### src/rtl/wbs_adc_stream_sink_pkg.sv
// ============================================================================
// Module      : wbs_adc_stream_sink_pkg
// Description : Shared types and defaults for the ADC Wishbone stream sink.
// Revision    : 1.0 - initial release
// ============================================================================
`default_nettype none

package wbs_adc_stream_sink_pkg;

    localparam int c_ADR_W      = 4;
    localparam int c_DAT_W      = 64;
    localparam int c_PKT_SIZE   = 32;
    localparam int c_FIFO_DEPTH = 16;

    typedef enum logic [0:0] {
        ST_IDLE = 1'b0,
        ST_RECV = 1'b1
    } sink_state_t;

    // FIFO entry is packed as {last, sel, adr, dat}
    function automatic int entry_width(input int adr_w, input int dat_w);
        return 1 + (dat_w / 8) + adr_w + dat_w;
    endfunction

endpackage

`default_nettype wire

### src/rtl/wbs_adc_stream_sink_if.sv
// ============================================================================
// Module      : wbs_adc_stream_sink_if
// Description : Wishbone streaming write port plus valid/ready output stream.
// Revision    : 1.0 - initial release
// ============================================================================
`default_nettype none

interface wbs_adc_stream_sink_if
    import wbs_adc_stream_sink_pkg::*;
#(
    parameter int ADR_W = c_ADR_W,
    parameter int DAT_W = c_DAT_W
) ();

    logic [ADR_W-1:0]   wbs_adr_i;
    logic [DAT_W-1:0]   wbs_dat_i;
    logic               wbs_cyc_i;
    logic               wbs_stb_i;
    logic               wbs_we_i;
    logic [DAT_W/8-1:0] wbs_sel_i;
    logic               wbs_ack_o;
    logic               wbs_stall_o;
    logic               wbs_err_o;
    logic               wbs_rty_o;

    logic [DAT_W-1:0]   snk_dat_o;
    logic [ADR_W-1:0]   snk_adr_o;
    logic [DAT_W/8-1:0] snk_sel_o;
    logic               snk_last_o;
    logic               snk_valid_o;
    logic               snk_ready_i;

    modport slave (
        input  wbs_adr_i, wbs_dat_i, wbs_cyc_i, wbs_stb_i, wbs_we_i, wbs_sel_i,
        output wbs_ack_o, wbs_stall_o, wbs_err_o, wbs_rty_o,
        output snk_dat_o, snk_adr_o, snk_sel_o, snk_last_o, snk_valid_o,
        input  snk_ready_i
    );

    modport master (
        output wbs_adr_i, wbs_dat_i, wbs_cyc_i, wbs_stb_i, wbs_we_i, wbs_sel_i,
        input  wbs_ack_o, wbs_stall_o, wbs_err_o, wbs_rty_o,
        input  snk_dat_o, snk_adr_o, snk_sel_o, snk_last_o, snk_valid_o,
        output snk_ready_i
    );

endinterface

`default_nettype wire

### src/rtl/wbs_adc_stream_sink_fifo.sv
// ============================================================================
// Module      : wbs_adc_stream_sink_fifo
// Description : Synchronous show-ahead FIFO with occupancy count.
// Revision    : 1.0 - initial release
// ============================================================================
`default_nettype none

module wbs_adc_stream_sink_fifo
    import wbs_adc_stream_sink_pkg::*;
#(
    parameter int WIDTH = 8,
    parameter int DEPTH = c_FIFO_DEPTH
) (
    input  wire logic                     clk,
    input  wire logic                     rst_n,
    input  wire logic                     i_push,
    input  wire logic [WIDTH-1:0]         i_wr_data,
    input  wire logic                     i_pop,
    output logic      [WIDTH-1:0]         o_rd_data,
    output logic      [$clog2(DEPTH):0]   o_count,
    output logic                          o_empty
);

    localparam int c_PTR_W = $clog2(DEPTH);
    localparam int c_CNT_W = c_PTR_W + 1;

    logic [WIDTH-1:0]   r_mem [DEPTH];
    logic [c_PTR_W-1:0] r_wr_ptr;
    logic [c_PTR_W-1:0] r_rd_ptr;
    logic [c_CNT_W-1:0] r_count;

    logic w_full;
    logic w_do_push;
    logic w_do_pop;

    assign w_full    = (r_count == c_CNT_W'(DEPTH));
    assign o_empty   = (r_count == '0);
    assign w_do_push = i_push & ~w_full;
    assign w_do_pop  = i_pop & ~o_empty;

    always_ff @(posedge clk) begin
        if (w_do_push) begin
            r_mem[r_wr_ptr] <= i_wr_data;
        end
    end

    // Pointers wrap naturally because DEPTH is a power of two
    always_ff @(posedge clk) begin
        if (!rst_n) begin
            r_wr_ptr <= '0;
            r_rd_ptr <= '0;
            r_count  <= '0;
        end else begin
            if (w_do_push) begin
                r_wr_ptr <= r_wr_ptr + c_PTR_W'(1);
            end
            if (w_do_pop) begin
                r_rd_ptr <= r_rd_ptr + c_PTR_W'(1);
            end
            case ({w_do_push, w_do_pop})
                2'b10:   r_count <= r_count + c_CNT_W'(1);
                2'b01:   r_count <= r_count - c_CNT_W'(1);
                default: r_count <= r_count;
            endcase
        end
    end

    assign o_rd_data = r_mem[r_rd_ptr];
    assign o_count   = r_count;

endmodule

`default_nettype wire

### src/rtl/wbs_adc_stream_sink.sv
// ============================================================================
// Module      : wbs_adc_stream_sink
// Description : Wishbone ADC stream sink: buffers writes, frames packets,
//               reports packet count and sticky error flags.
// Revision    : 1.0 - initial release
// ============================================================================
`default_nettype none

module wbs_adc_stream_sink
    import wbs_adc_stream_sink_pkg::*;
#(
    parameter int G_WBS_ADR_WIDTH = c_ADR_W,
    parameter int G_WBS_DAT_WIDTH = c_DAT_W,
    parameter int G_PACKET_SIZE   = c_PKT_SIZE,
    parameter int G_FIFO_DEPTH    = c_FIFO_DEPTH
) (
    input  wire logic                clk_sys_i,
    input  wire logic                sys_rst_n_i,
    wbs_adc_stream_sink_if.slave     wbs,
    output logic [31:0]              pkt_cnt_o,
    output logic                     err_trunc_o,
    output logic                     err_read_o,
    input  wire logic                clr_status_i
);

    localparam int c_SEL_W   = G_WBS_DAT_WIDTH / 8;
    localparam int c_ENTRY_W = entry_width(G_WBS_ADR_WIDTH, G_WBS_DAT_WIDTH);
    localparam int c_WCNT_W  = (G_PACKET_SIZE > 2) ? $clog2(G_PACKET_SIZE) : 1;
    localparam int c_CNT_W   = $clog2(G_FIFO_DEPTH) + 1;
    localparam int c_ADR_LSB = G_WBS_DAT_WIDTH;
    localparam int c_SEL_LSB = G_WBS_DAT_WIDTH + G_WBS_ADR_WIDTH;
    localparam logic [c_WCNT_W-1:0] c_LAST_IDX = c_WCNT_W'(G_PACKET_SIZE - 1);

    sink_state_t          r_state;
    sink_state_t          w_state_nxt;
    logic [c_WCNT_W-1:0]  r_word_cnt;
    logic [c_WCNT_W-1:0]  w_word_cnt_nxt;
    logic                 r_ack;
    logic                 r_err;
    logic [31:0]          r_pkt_cnt;
    logic                 r_err_trunc;
    logic                 r_err_read;

    logic                 w_stall;
    logic                 w_accept;
    logic                 w_read;
    logic                 w_last;
    logic                 w_trunc;
    logic                 w_pop;
    logic                 w_empty;
    logic                 w_valid;
    logic [c_CNT_W-1:0]   w_fifo_count;
    logic [c_ENTRY_W-1:0] w_push_entry;
    logic [c_ENTRY_W-1:0] w_head_entry;

    // Stall comes from the registered occupancy, so a pop cannot free a slot
    // for a push in the same cycle.
    assign w_stall  = (w_fifo_count == c_CNT_W'(G_FIFO_DEPTH));
    assign w_accept = wbs.wbs_cyc_i & wbs.wbs_stb_i &  wbs.wbs_we_i & ~w_stall;
    assign w_read   = wbs.wbs_cyc_i & wbs.wbs_stb_i & ~wbs.wbs_we_i & ~w_stall;
    assign w_last   = (r_word_cnt == c_LAST_IDX);

    assign w_push_entry = {w_last, wbs.wbs_sel_i, wbs.wbs_adr_i, wbs.wbs_dat_i};

    wbs_adc_stream_sink_fifo #(
        .WIDTH (c_ENTRY_W),
        .DEPTH (G_FIFO_DEPTH)
    ) u_fifo (
        .clk       (clk_sys_i),
        .rst_n     (sys_rst_n_i),
        .i_push    (w_accept),
        .i_wr_data (w_push_entry),
        .i_pop     (w_pop),
        .o_rd_data (w_head_entry),
        .o_count   (w_fifo_count),
        .o_empty   (w_empty)
    );

    always_comb begin
        w_state_nxt = r_state;
        w_trunc     = 1'b0;
        case (r_state)
            ST_IDLE: begin
                if (wbs.wbs_cyc_i) begin
                    w_state_nxt = ST_RECV;
                end
            end
            ST_RECV: begin
                if (!wbs.wbs_cyc_i) begin
                    w_state_nxt = ST_IDLE;
                    w_trunc     = (r_word_cnt != '0);
                end
            end
            default: w_state_nxt = ST_IDLE;
        endcase
    end

    // A truncated packet restarts framing; the already-buffered words keep last=0
    always_comb begin
        w_word_cnt_nxt = r_word_cnt;
        if (w_trunc) begin
            w_word_cnt_nxt = '0;
        end else if (w_accept) begin
            w_word_cnt_nxt = w_last ? '0 : (r_word_cnt + c_WCNT_W'(1));
        end
    end

    always_ff @(posedge clk_sys_i) begin
        if (!sys_rst_n_i) begin
            r_state    <= ST_IDLE;
            r_word_cnt <= '0;
            r_ack      <= 1'b0;
            r_err      <= 1'b0;
        end else begin
            r_state    <= w_state_nxt;
            r_word_cnt <= w_word_cnt_nxt;
            r_ack      <= w_accept;
            r_err      <= w_read;
        end
    end

    // Status clear wins over a coincident increment or flag set
    always_ff @(posedge clk_sys_i) begin
        if (!sys_rst_n_i) begin
            r_pkt_cnt   <= '0;
            r_err_trunc <= 1'b0;
            r_err_read  <= 1'b0;
        end else if (clr_status_i) begin
            r_pkt_cnt   <= '0;
            r_err_trunc <= 1'b0;
            r_err_read  <= 1'b0;
        end else begin
            if (w_accept && w_last) begin
                r_pkt_cnt <= r_pkt_cnt + 32'd1;
            end
            if (w_trunc) begin
                r_err_trunc <= 1'b1;
            end
            if (w_read) begin
                r_err_read <= 1'b1;
            end
        end
    end

    assign w_valid = ~w_empty;
    assign w_pop   = w_valid & wbs.snk_ready_i;

    assign wbs.wbs_ack_o   = r_ack;
    assign wbs.wbs_stall_o = w_stall;
    assign wbs.wbs_err_o   = r_err;
    assign wbs.wbs_rty_o   = 1'b0;

    assign wbs.snk_valid_o = w_valid;
    assign wbs.snk_dat_o   = w_valid ? w_head_entry[G_WBS_DAT_WIDTH-1:0] : '0;
    assign wbs.snk_adr_o   = w_valid ? w_head_entry[c_ADR_LSB +: G_WBS_ADR_WIDTH] : '0;
    assign wbs.snk_sel_o   = w_valid ? w_head_entry[c_SEL_LSB +: c_SEL_W] : '0;
    assign wbs.snk_last_o  = w_valid & w_head_entry[c_ENTRY_W-1];

    assign pkt_cnt_o   = r_pkt_cnt;
    assign err_trunc_o = r_err_trunc;
    assign err_read_o  = r_err_read;

endmodule

`default_nettype wire

### src/flat_wrapper.sv
// flat-port wrapper written by rule: the top's interface ports become plain ports
module wbs_adc_stream_sink_flat import wbs_adc_stream_sink_pkg::*;
#(
    parameter int G_WBS_ADR_WIDTH = c_ADR_W,
    parameter int G_WBS_DAT_WIDTH = c_DAT_W,
    parameter int G_PACKET_SIZE   = c_PKT_SIZE,
    parameter int G_FIFO_DEPTH    = c_FIFO_DEPTH
)
  (clk_sys_i, sys_rst_n_i, pkt_cnt_o, err_trunc_o, err_read_o, clr_status_i, wbs_wbs_adr_i, wbs_wbs_dat_i, wbs_wbs_cyc_i, wbs_wbs_stb_i, wbs_wbs_we_i, wbs_wbs_sel_i, wbs_wbs_ack_o, wbs_wbs_stall_o, wbs_wbs_err_o, wbs_wbs_rty_o, wbs_snk_dat_o, wbs_snk_adr_o, wbs_snk_sel_o, wbs_snk_last_o, wbs_snk_valid_o, wbs_snk_ready_i);
  wbs_adc_stream_sink_if #(.ADR_W((4)), .DAT_W((64))) wbs_i ();
  input  wire logic clk_sys_i;
  input  wire logic sys_rst_n_i;
  output logic [31:0] pkt_cnt_o;
  output logic err_trunc_o;
  output logic err_read_o;
  input  wire logic clr_status_i;
  input wire logic [$bits(wbs_i.wbs_adr_i)-1:0] wbs_wbs_adr_i;
  input wire logic [$bits(wbs_i.wbs_dat_i)-1:0] wbs_wbs_dat_i;
  input wire logic [$bits(wbs_i.wbs_cyc_i)-1:0] wbs_wbs_cyc_i;
  input wire logic [$bits(wbs_i.wbs_stb_i)-1:0] wbs_wbs_stb_i;
  input wire logic [$bits(wbs_i.wbs_we_i)-1:0] wbs_wbs_we_i;
  input wire logic [$bits(wbs_i.wbs_sel_i)-1:0] wbs_wbs_sel_i;
  output wire logic [$bits(wbs_i.wbs_ack_o)-1:0] wbs_wbs_ack_o;
  output wire logic [$bits(wbs_i.wbs_stall_o)-1:0] wbs_wbs_stall_o;
  output wire logic [$bits(wbs_i.wbs_err_o)-1:0] wbs_wbs_err_o;
  output wire logic [$bits(wbs_i.wbs_rty_o)-1:0] wbs_wbs_rty_o;
  output wire logic [$bits(wbs_i.snk_dat_o)-1:0] wbs_snk_dat_o;
  output wire logic [$bits(wbs_i.snk_adr_o)-1:0] wbs_snk_adr_o;
  output wire logic [$bits(wbs_i.snk_sel_o)-1:0] wbs_snk_sel_o;
  output wire logic [$bits(wbs_i.snk_last_o)-1:0] wbs_snk_last_o;
  output wire logic [$bits(wbs_i.snk_valid_o)-1:0] wbs_snk_valid_o;
  input wire logic [$bits(wbs_i.snk_ready_i)-1:0] wbs_snk_ready_i;
  assign wbs_i.wbs_adr_i = wbs_wbs_adr_i;
  assign wbs_i.wbs_dat_i = wbs_wbs_dat_i;
  assign wbs_i.wbs_cyc_i = wbs_wbs_cyc_i;
  assign wbs_i.wbs_stb_i = wbs_wbs_stb_i;
  assign wbs_i.wbs_we_i = wbs_wbs_we_i;
  assign wbs_i.wbs_sel_i = wbs_wbs_sel_i;
  assign wbs_wbs_ack_o = wbs_i.wbs_ack_o;
  assign wbs_wbs_stall_o = wbs_i.wbs_stall_o;
  assign wbs_wbs_err_o = wbs_i.wbs_err_o;
  assign wbs_wbs_rty_o = wbs_i.wbs_rty_o;
  assign wbs_snk_dat_o = wbs_i.snk_dat_o;
  assign wbs_snk_adr_o = wbs_i.snk_adr_o;
  assign wbs_snk_sel_o = wbs_i.snk_sel_o;
  assign wbs_snk_last_o = wbs_i.snk_last_o;
  assign wbs_snk_valid_o = wbs_i.snk_valid_o;
  assign wbs_i.snk_ready_i = wbs_snk_ready_i;
  wbs_adc_stream_sink #(.G_WBS_ADR_WIDTH(G_WBS_ADR_WIDTH), .G_WBS_DAT_WIDTH(G_WBS_DAT_WIDTH), .G_PACKET_SIZE(G_PACKET_SIZE), .G_FIFO_DEPTH(G_FIFO_DEPTH)) u_core (.clk_sys_i(clk_sys_i), .sys_rst_n_i(sys_rst_n_i), .wbs(wbs_i), .pkt_cnt_o(pkt_cnt_o), .err_trunc_o(err_trunc_o), .err_read_o(err_read_o), .clr_status_i(clr_status_i));
endmodule
### config.mk
export PLATFORM = sky130hd
export DESIGN_NAME = wbs_adc_stream_sink_flat
export DESIGN_NICKNAME = d
export VERILOG_FILES = /design/src/rtl/wbs_adc_stream_sink_pkg.sv /design/src/rtl/wbs_adc_stream_sink_if.sv /design/src/rtl/wbs_adc_stream_sink_fifo.sv /design/src/rtl/wbs_adc_stream_sink.sv /design/src/flat_wrapper.sv
export SDC_FILE = /design/constraint.sdc
export NUM_CORES = 1
export LEC_CHECK = 0
export CORE_MARGIN = 2
export CORE_UTILIZATION = 40
export CTS_BUF_LIST = sky130_fd_sc_hd__clkbuf_4
export CTS_CLUSTER_SIZE = 40
export DETAILED_ROUTE_END_ITERATION = 16
export SETUP_SLACK_MARGIN = 0.5
export SKIP_LAST_GASP = 1
export SYNTH_ARGS = -nofsm -noshare
export SYNTH_HDL_FRONTEND = slang
export SYNTH_SLANG_ARGS = --single-unit
### constraint.sdc
create_clock -name clk_sys_i -period 6.85 [get_ports clk_sys_i]
set_input_delay 0.685 -clock clk_sys_i [delete_from_list [all_inputs] [get_ports clk_sys_i]]
set_output_delay 0.685 -clock clk_sys_i [all_outputs]
set_load 0.05 [all_outputs]
==> results of run 1 <==
tightest hold or removal path: stages:
cell             delay (ns)
clkdlybuf4s50_1        0.44
nand2b_1               0.13
a21oi_1                0.05
cell type report:
cell class / count / area, µm² / area share [%]
timing repair buffer: 236 / 2530 / 4.37
inverter: 14 / 52.6 / 0.0908
clock inverter: 71 / 385 / 0.666
antenna: 12 / 30.0 / 0.0519
tap: 1637 / 2050 / 3.54
sequential: 1291 / 38200 / 66.0
clock buffer: 499 / 3750 / 6.47
multi-input combinational: 714 / 10900 / 18.9
metrics by stage:
step / setup WS [ns] / power (W)
final: 1.27 / 0.0194
after CTS: 1.03 / 0.0197
after global placement: 2.40 / 0.0132
after floorplan: 1.60 / 0.0117
after global routing: 0.874 / 0.0203
after detailed placement: 2.39 / 0.0132
report_power, final:
part	switching, W	internal (W)
Sequential	0.0000929	0.00869
Clock	0.00296	0.00346
Combinational	0.00263	0.00156
Total	0.00569	0.0137
per-layer routing:
metal,GRT usage [%],vias to the layer above
met4,5.00,26
met5,0,-
met1,24.2,12719
met3,5.85,168
met2,29.4,897
li1,-,10151
registers in the layout, summed over array words and instances, names as in the netlist, named ones only:
| name | cells |
|---|---|
| u_core.u_fifo.o_count | 5 |
| u_core.wbs.wbs_ack_o | 1 |
| u_core.u_fifo.r_mem | 1232 |
| u_core.pkt_cnt_o | 32 |
| u_core.err_read_o | 1 |
| u_core.r_state | 1 |
| u_core.u_fifo.r_wr_ptr | 4 |
| u_core.err_trunc_o | 1 |
| u_core.u_fifo.r_rd_ptr | 4 |
| u_core.wbs.wbs_err_o | 1 |
| u_core.r_word_cnt | 5 |
logic make-up after synthesis:
logic type      Yosys count  share of synthesized area (%)
other cells               1                        0.00757
simple gates            243                           2.72
compound gates           29                          0.419
xor+xnor                 41                          0.724
flops                  1291                           77.0
fa+ha+maj                12                          0.303
mux                     388                           17.6
buf+inv                 127                           1.25
cell usage in the layout (no fill, tap or decap), drive strengths merged, types with 3 or more instances in the layout:
| master | Yosys | final |
|---|---|---|
| nand3 | 11 | 11 |
| mux4 | 385 | 385 |
| ha | 12 | 12 |
| and3 | 4 | 4 |
| nor2 | 54 | 54 |
| clkinv | 0 | 63 |
| buf | 55 | 39 |
| a21boi | 6 | 6 |
| mux2i | 3 | 3 |
| dfxtp | 59 | 59 |
| a21oi | 7 | 7 |
| diode | 0 | 12 |
| nand2 | 30 | 30 |
| xor2 | 12 | 12 |
| o21ai | 3 | 3 |
| nor3 | 14 | 14 |
| edfxtp | 1232 | 1232 |
| and2 | 91 | 91 |
| nor4 | 7 | 7 |
| bufinv | 0 | 4 |
| clkdlybuf4s50 | 0 | 197 |
| nand2b | 4 | 4 |
| nand4 | 12 | 12 |
| xnor2 | 29 | 29 |
| inv | 14 | 18 |
| and4 | 4 | 4 |
| clkbuf | 58 | 499 |
cells in the mapped netlist, types with 2 or more instances:
cell      instances
a21oi_1           6
ha_1             12
clkbuf_1         58
xor2_1           12
a2111o_1          2
or2_2             2
edfxtp_1       1232
xnor2_1          29
nor4_2            5
and2_1           91
nand3_1          11
or3_1             2
buf_6            14
o21ai_0           3
a31o_2            2
nor2_1           54
and3_1            4
a31oi_1           2
buf_1            13
buf_2            27
nor3_1           14
mux2i_1           3
nor2b_1           2
and4_1            4
nand2_1          30
a21boi_0          6
mux4_2          385
a211oi_1          2
inv_1            13
dfxtp_1          59
nand2b_1          4
nand4_1          12
worst paths after layout:
| path | endpoint | start | slack [ns] |
|---|---|---|---|
| setup / recovery | wbs_snk_dat_o[13] | register | 1.27 |
| hold / removal | u_core.err_trunc_o | clr_status_i | 0.20 |
| setup reg to reg | u_core.u_fifo.o_count[2] | u_core.u_fifo.o_count[1] | 3.11 |
| hold reg to reg | u_core.err_trunc_o | u_core.err_trunc_o | 0.47 |
==> impl_metrics.ini, run 1 <==
[synth]
synth-edff-count = 1232
synth_top_area_cell = edfxtp_1
syn-mean-instance-area_um2 = 23.2
synthArstFlopShare_pct = 0
proportion_of_netlist_area_held_by_the_largest_area_contributor_pct = 74.6
yosysSeqAreaShare_pct = 77.0
mappedNetlistArea_um2 = 49600
yosys_reg_bits = 1291
netlist_top_cells_area = edfxtp_1 (75%), mux4_2 (17%), dfxtp_1 (2.4%)
netlist-cell-type-count = 49
yosys_warnings = 0
synthesized_net_count = 2227
synth-main-ff-cell = edfxtp_1
synthesis.instances = 2132

[global_routing]
pin_count_of_the_biggest_net_entering_global_routing = 95
grt_antenna_before_repair = 21
vias_in_the_first_global_route = 26269
grt_pass1_wl_um = 169000
total_global_route_track_usage_pct = 18.3
overflow = 0

[floorplan]
die-area_um2 = 127000
core.rowCount = 129
boundaryPins = 199
core_um2 = 123000
floorplan_die_height_um = 356
initial_utilization_pct = 40.2
fp.dieW_um = 356

[critical_path]
reg2regPathDepth = 11
endpoint_kind = output port
critical_path.n_buffers_inverters = 2
cpMaxStageDelayCell = dfxtp_4
setup.worst_path.start_class = register
critical_path_s_most_frequent_cell = mux4_2
ordered_list_of_cells_on_the_worst_path = buf_12 > mux4_2 > mux4_2 > and2_1 > clkdlybuf4s50_1
critical_path_class = reg -> out
cpPeakStageDelay_ns = 0.96
data_arrival_time_of_the_critical_path_ns = 4.90
critPathMaxFanout = 68
critPathTopFamily = buffers and inverters
worstPathRequired_ns = 6.16
instance_count_on_the_critical_path = 5

[flow_run]
max_cap_viol_count = 0

[placement]
gpl.final_weighted_congestion = 0.750
io_buffer_count = 197
placedInstanceArea_um2 = 53700
dp_hpwl_um = 54100
placed_cells = 3892

[power]
static-leakage-power_nw = 17.7
peakVddDrop_v = 0.000309
pwr_density_cell_nw_per_um2 = 335

[timing]
worst-slew-pin-transition_ns = 1.07
grt_setup_unrepaired = no
fmax_ghz = 0.179
fin_crit_sh_pct = 81.5
timing.max_slew.rel_slack_pct = 28.5
layout_skew_ns = 0.0809
worst_hold_slack_ns = 0.195
setup_tns_ns = 0
final_number_of_setup_violating_endpoints = 0
timing.final.hold_violations = 0
drv_slew = 0
post_layout_min_period_ns = 5.58

[clock_tree]
clockRootBuffer = clkbuf_4
cts_buffers = 347
clock_insertion_delay_worst_skew_ns = 1.20
cts_num_sinks = 1291
cts_hold_repair.buffers = 0
path_clk_slew_ns = 0.06
post_cts.resized_instances = 0
tritoncts_clock_tree = done
cts.repair_timing.setup_buffer_count = 0
clockBufferDepth = 4
clock_tree.htree_level_count = 5

[route]
initialDrtViolationCount = 2194
routed-wl-met2_um = 56200
top_signal_layer_used = met5
number_of_design_rule_violations_left_after_detail_routing = 0
detail_route.wirelength.met1_um = 47500
average_routed_wire_per_standard_cell_um = 25.6
finalWirelength_um = 115000
detailroute.wirelength.met3_um = 9140
detailroute.via_count = 23961
dr.pass1.iters = 5
route.detailed.vias_per_inst = 5.36
drtAntennaViolNets = 0

[final_layout]
final_nets = 2699
syn_to_final_growth_pct = 16.8
share_of_cells_above_drive_strength_1_pct = 34.6
finalNonFillerCells = 4474
fill_cells = 10248
postLayoutCoreUtil_pct = 46.9
final_design_area_no_fill_um2 = 57900

[run_status]
outcome = finished clean

[min_path]
hold_path_class = in -> reg
worstHoldPathCells = 3
No activity file was read; power rests on OpenSTA's default activity.
==> run 2, diff against run 1 <==
==> constraint.sdc (replaced) <==
create_clock -name clk_sys_i -period 5.55 [get_ports clk_sys_i]
set_input_delay 0.555 -clock clk_sys_i [delete_from_list [all_inputs] [get_ports clk_sys_i]]
set_output_delay 0.555 -clock clk_sys_i [all_outputs]
set_load 0.05 [all_outputs]
==> impl_metrics.ini, run 2 (synthesis results as in run 1) <==
[run_status]
outcome = finished clean

[critical_path]
r2r-start = u_core.u_fifo.o_count[0]
critical_path_s_most_frequent_cell = mux4_2
rr_endpoint = u_core.u_fifo.o_count[2]
setup.worst_path.start_class = register
reg2regPathDepth = 11
critPathTopFamily = buffers and inverters
worst-r2r-setup-slack_ns = 2.04
worstPathRequired_ns = 4.99
cpPeakStageDelay_ns = 0.80
critical_path_class = reg -> out
cpMaxStageDelayCell = clkdlybuf4s50_1
ordered_list_of_cells_on_the_worst_path = buf_16 > mux4_2 > mux4_2 > and2_1 > clkdlybuf4s50_1
critPathMaxFanout = 81
endpoint_kind = output port
critical_path.n_buffers_inverters = 2
data_arrival_time_of_the_critical_path_ns = 4.22

[clock_tree]
cts_num_sinks = 1291
clock_tree.htree_level_count = 5
clockRootBuffer = clkbuf_4
clockBufferDepth = 4
cts_buffers = 345
clock_insertion_delay_worst_skew_ns = 1.21
path_clk_slew_ns = 0.06
tritoncts_clock_tree = done

[route]
drtAntennaViolNets = 0
finalWirelength_um = 115000
detailroute.via_count = 24118
average_routed_wire_per_standard_cell_um = 25.6
dr.pass1.iters = 6
route.detailed.vias_per_inst = 5.38
initialDrtViolationCount = 2366
number_of_design_rule_violations_left_after_detail_routing = 0

[floorplan]
core_um2 = 123000
fp.dieW_um = 356
initial_utilization_pct = 40.2
core.rowCount = 129
die-area_um2 = 127000
boundaryPins = 199
floorplan_die_height_um = 356

[final_layout]
mostFrequentLayoutCells = edfxtp_1 (1232), clkbuf_4 (472), mux4_2 (385)
postLayoutCoreUtil_pct = 47.1
finalNonFillerCells = 4481
final_nets = 2718
share_of_cells_above_drive_strength_1_pct = 34.1
largest_register = u_core.u_fifo.r_mem
final_design_area_no_fill_um2 = 58100
layout_commonest_cell = edfxtp_1
syn_to_final_growth_pct = 17.1
largest_register_ffs = 1232

[timing]
fin_crit_sh_pct = 86.0
layout_skew_ns = 0.0663
timing.max_slew.rel_slack_pct = 12.5
post_layout_min_period_ns = 4.77
fmax_ghz = 0.210
timing.final.hold_violations = 0
grt_setup_unrepaired = no
worst-slew-pin-transition_ns = 1.31
final_number_of_setup_violating_endpoints = 0
setup_slack_ns = 0.777
setup_tns_ns = 0
drv_slew = 0

[min_path]
worstHoldEndpoint = u_core.u_fifo.r_mem[12][60]
min_delay_src = wbs_wbs_dat_i[60]
worstHoldPathCells = 1
hold_path_class = in -> reg

[placement]
pre_cts_slack_ns = 1.49
gpl.final_weighted_congestion = 0.755
placedInstanceArea_um2 = 53900
io_buffer_count = 197
placed_cells = 3903
dp_hpwl_um = 55300

[power]
peakVddDrop_v = 0.000445
static-leakage-power_nw = 17.7
pwr_density_cell_nw_per_um2 = 407

[flow_run]
max_cap_viol_count = 0

[global_routing]
grt_antenna_before_repair = 20
overflow = 0
grt_pass1_wl_um = 169000
pin_count_of_the_biggest_net_entering_global_routing = 82
total_global_route_track_usage_pct = 18.4
vias_in_the_first_global_route = 26235
run 2: cell types whose count changed in the layout (fill, tap and decap cells not counted), moves of 2 or more:
cell,previous run,this run
clkbuf_4,499,472
dlygate4sd3_1,0,3
clkinv_1,52,67
buf_12,21,31
buf_4,18,20
buf_6,0,2
buf_16,0,4
bufinv_16,4,1
run 2: final cells by class:
cell class | count | area (µm²)
clock buffers | 472 | 3540
fillers | 10221 | 65300
well taps | 1637 | 2050
inverters | 14 | 52.6
diodes | 11 | 27.5
clock inverters | 85 | 364
repair buffers | 257 | 2900
flip-flops and latches | 1291 | 38200
multi-input cells | 714 | 10900
run 2: per-layer routing:
layer	GRT usage (%)	vias up	wire length, µm
met5	0	-	166
met4	5.28	28	1850
met3	5.68	177	9010
met2	29.9	897	56900
met1	23.9	12828	47000
li1	-	10188	-
run 2: how the worst max path moves through the flow:
stage,cells after the start,endpoint
6_report,5,wbs_snk_dat_o[14]
5_1_grt,5,wbs_snk_dat_o[15]
4_1_cts,5,wbs_snk_dat_o[14]
3_5_place_dp,5,wbs_snk_dat_o[28]
3_3_place_gp,5,wbs_snk_dat_o[36]
2_1_floorplan,5,u_core.u_fifo.r_mem[12][0]
run 2: stage by stage:
stage / hold WS, ns / total power [W]
2_1_floorplan: 0.445 / 0.0144
3_3_place_gp: 0.441 / 0.0162
3_5_place_dp: 0.443 / 0.0163
4_1_cts: 0.114 / 0.0240
5_1_grt: 0.174 / 0.0247
6_report: 0.271 / 0.0236
run 2: where the power goes:
part / internal [W] / switching (W)
Sequential: 0.0107 / 0.0000614
Combinational: 0.00196 / 0.00329
Clock: 0.00394 / 0.00366
run 2: what timing repair did:
| item | CTS | global route |
|---|---|---|
| hold buffers | 3 | 0 |
| gates cloned | 0 | 0 |
| pin swaps | 0 | 1 |
| gates resized for setup | 7 | 0 |
| endpoints found under the setup margin | 76 | 1 |
| setup buffers | 7 | 0 |
| endpoints found under the hold margin | 3 | 0 |
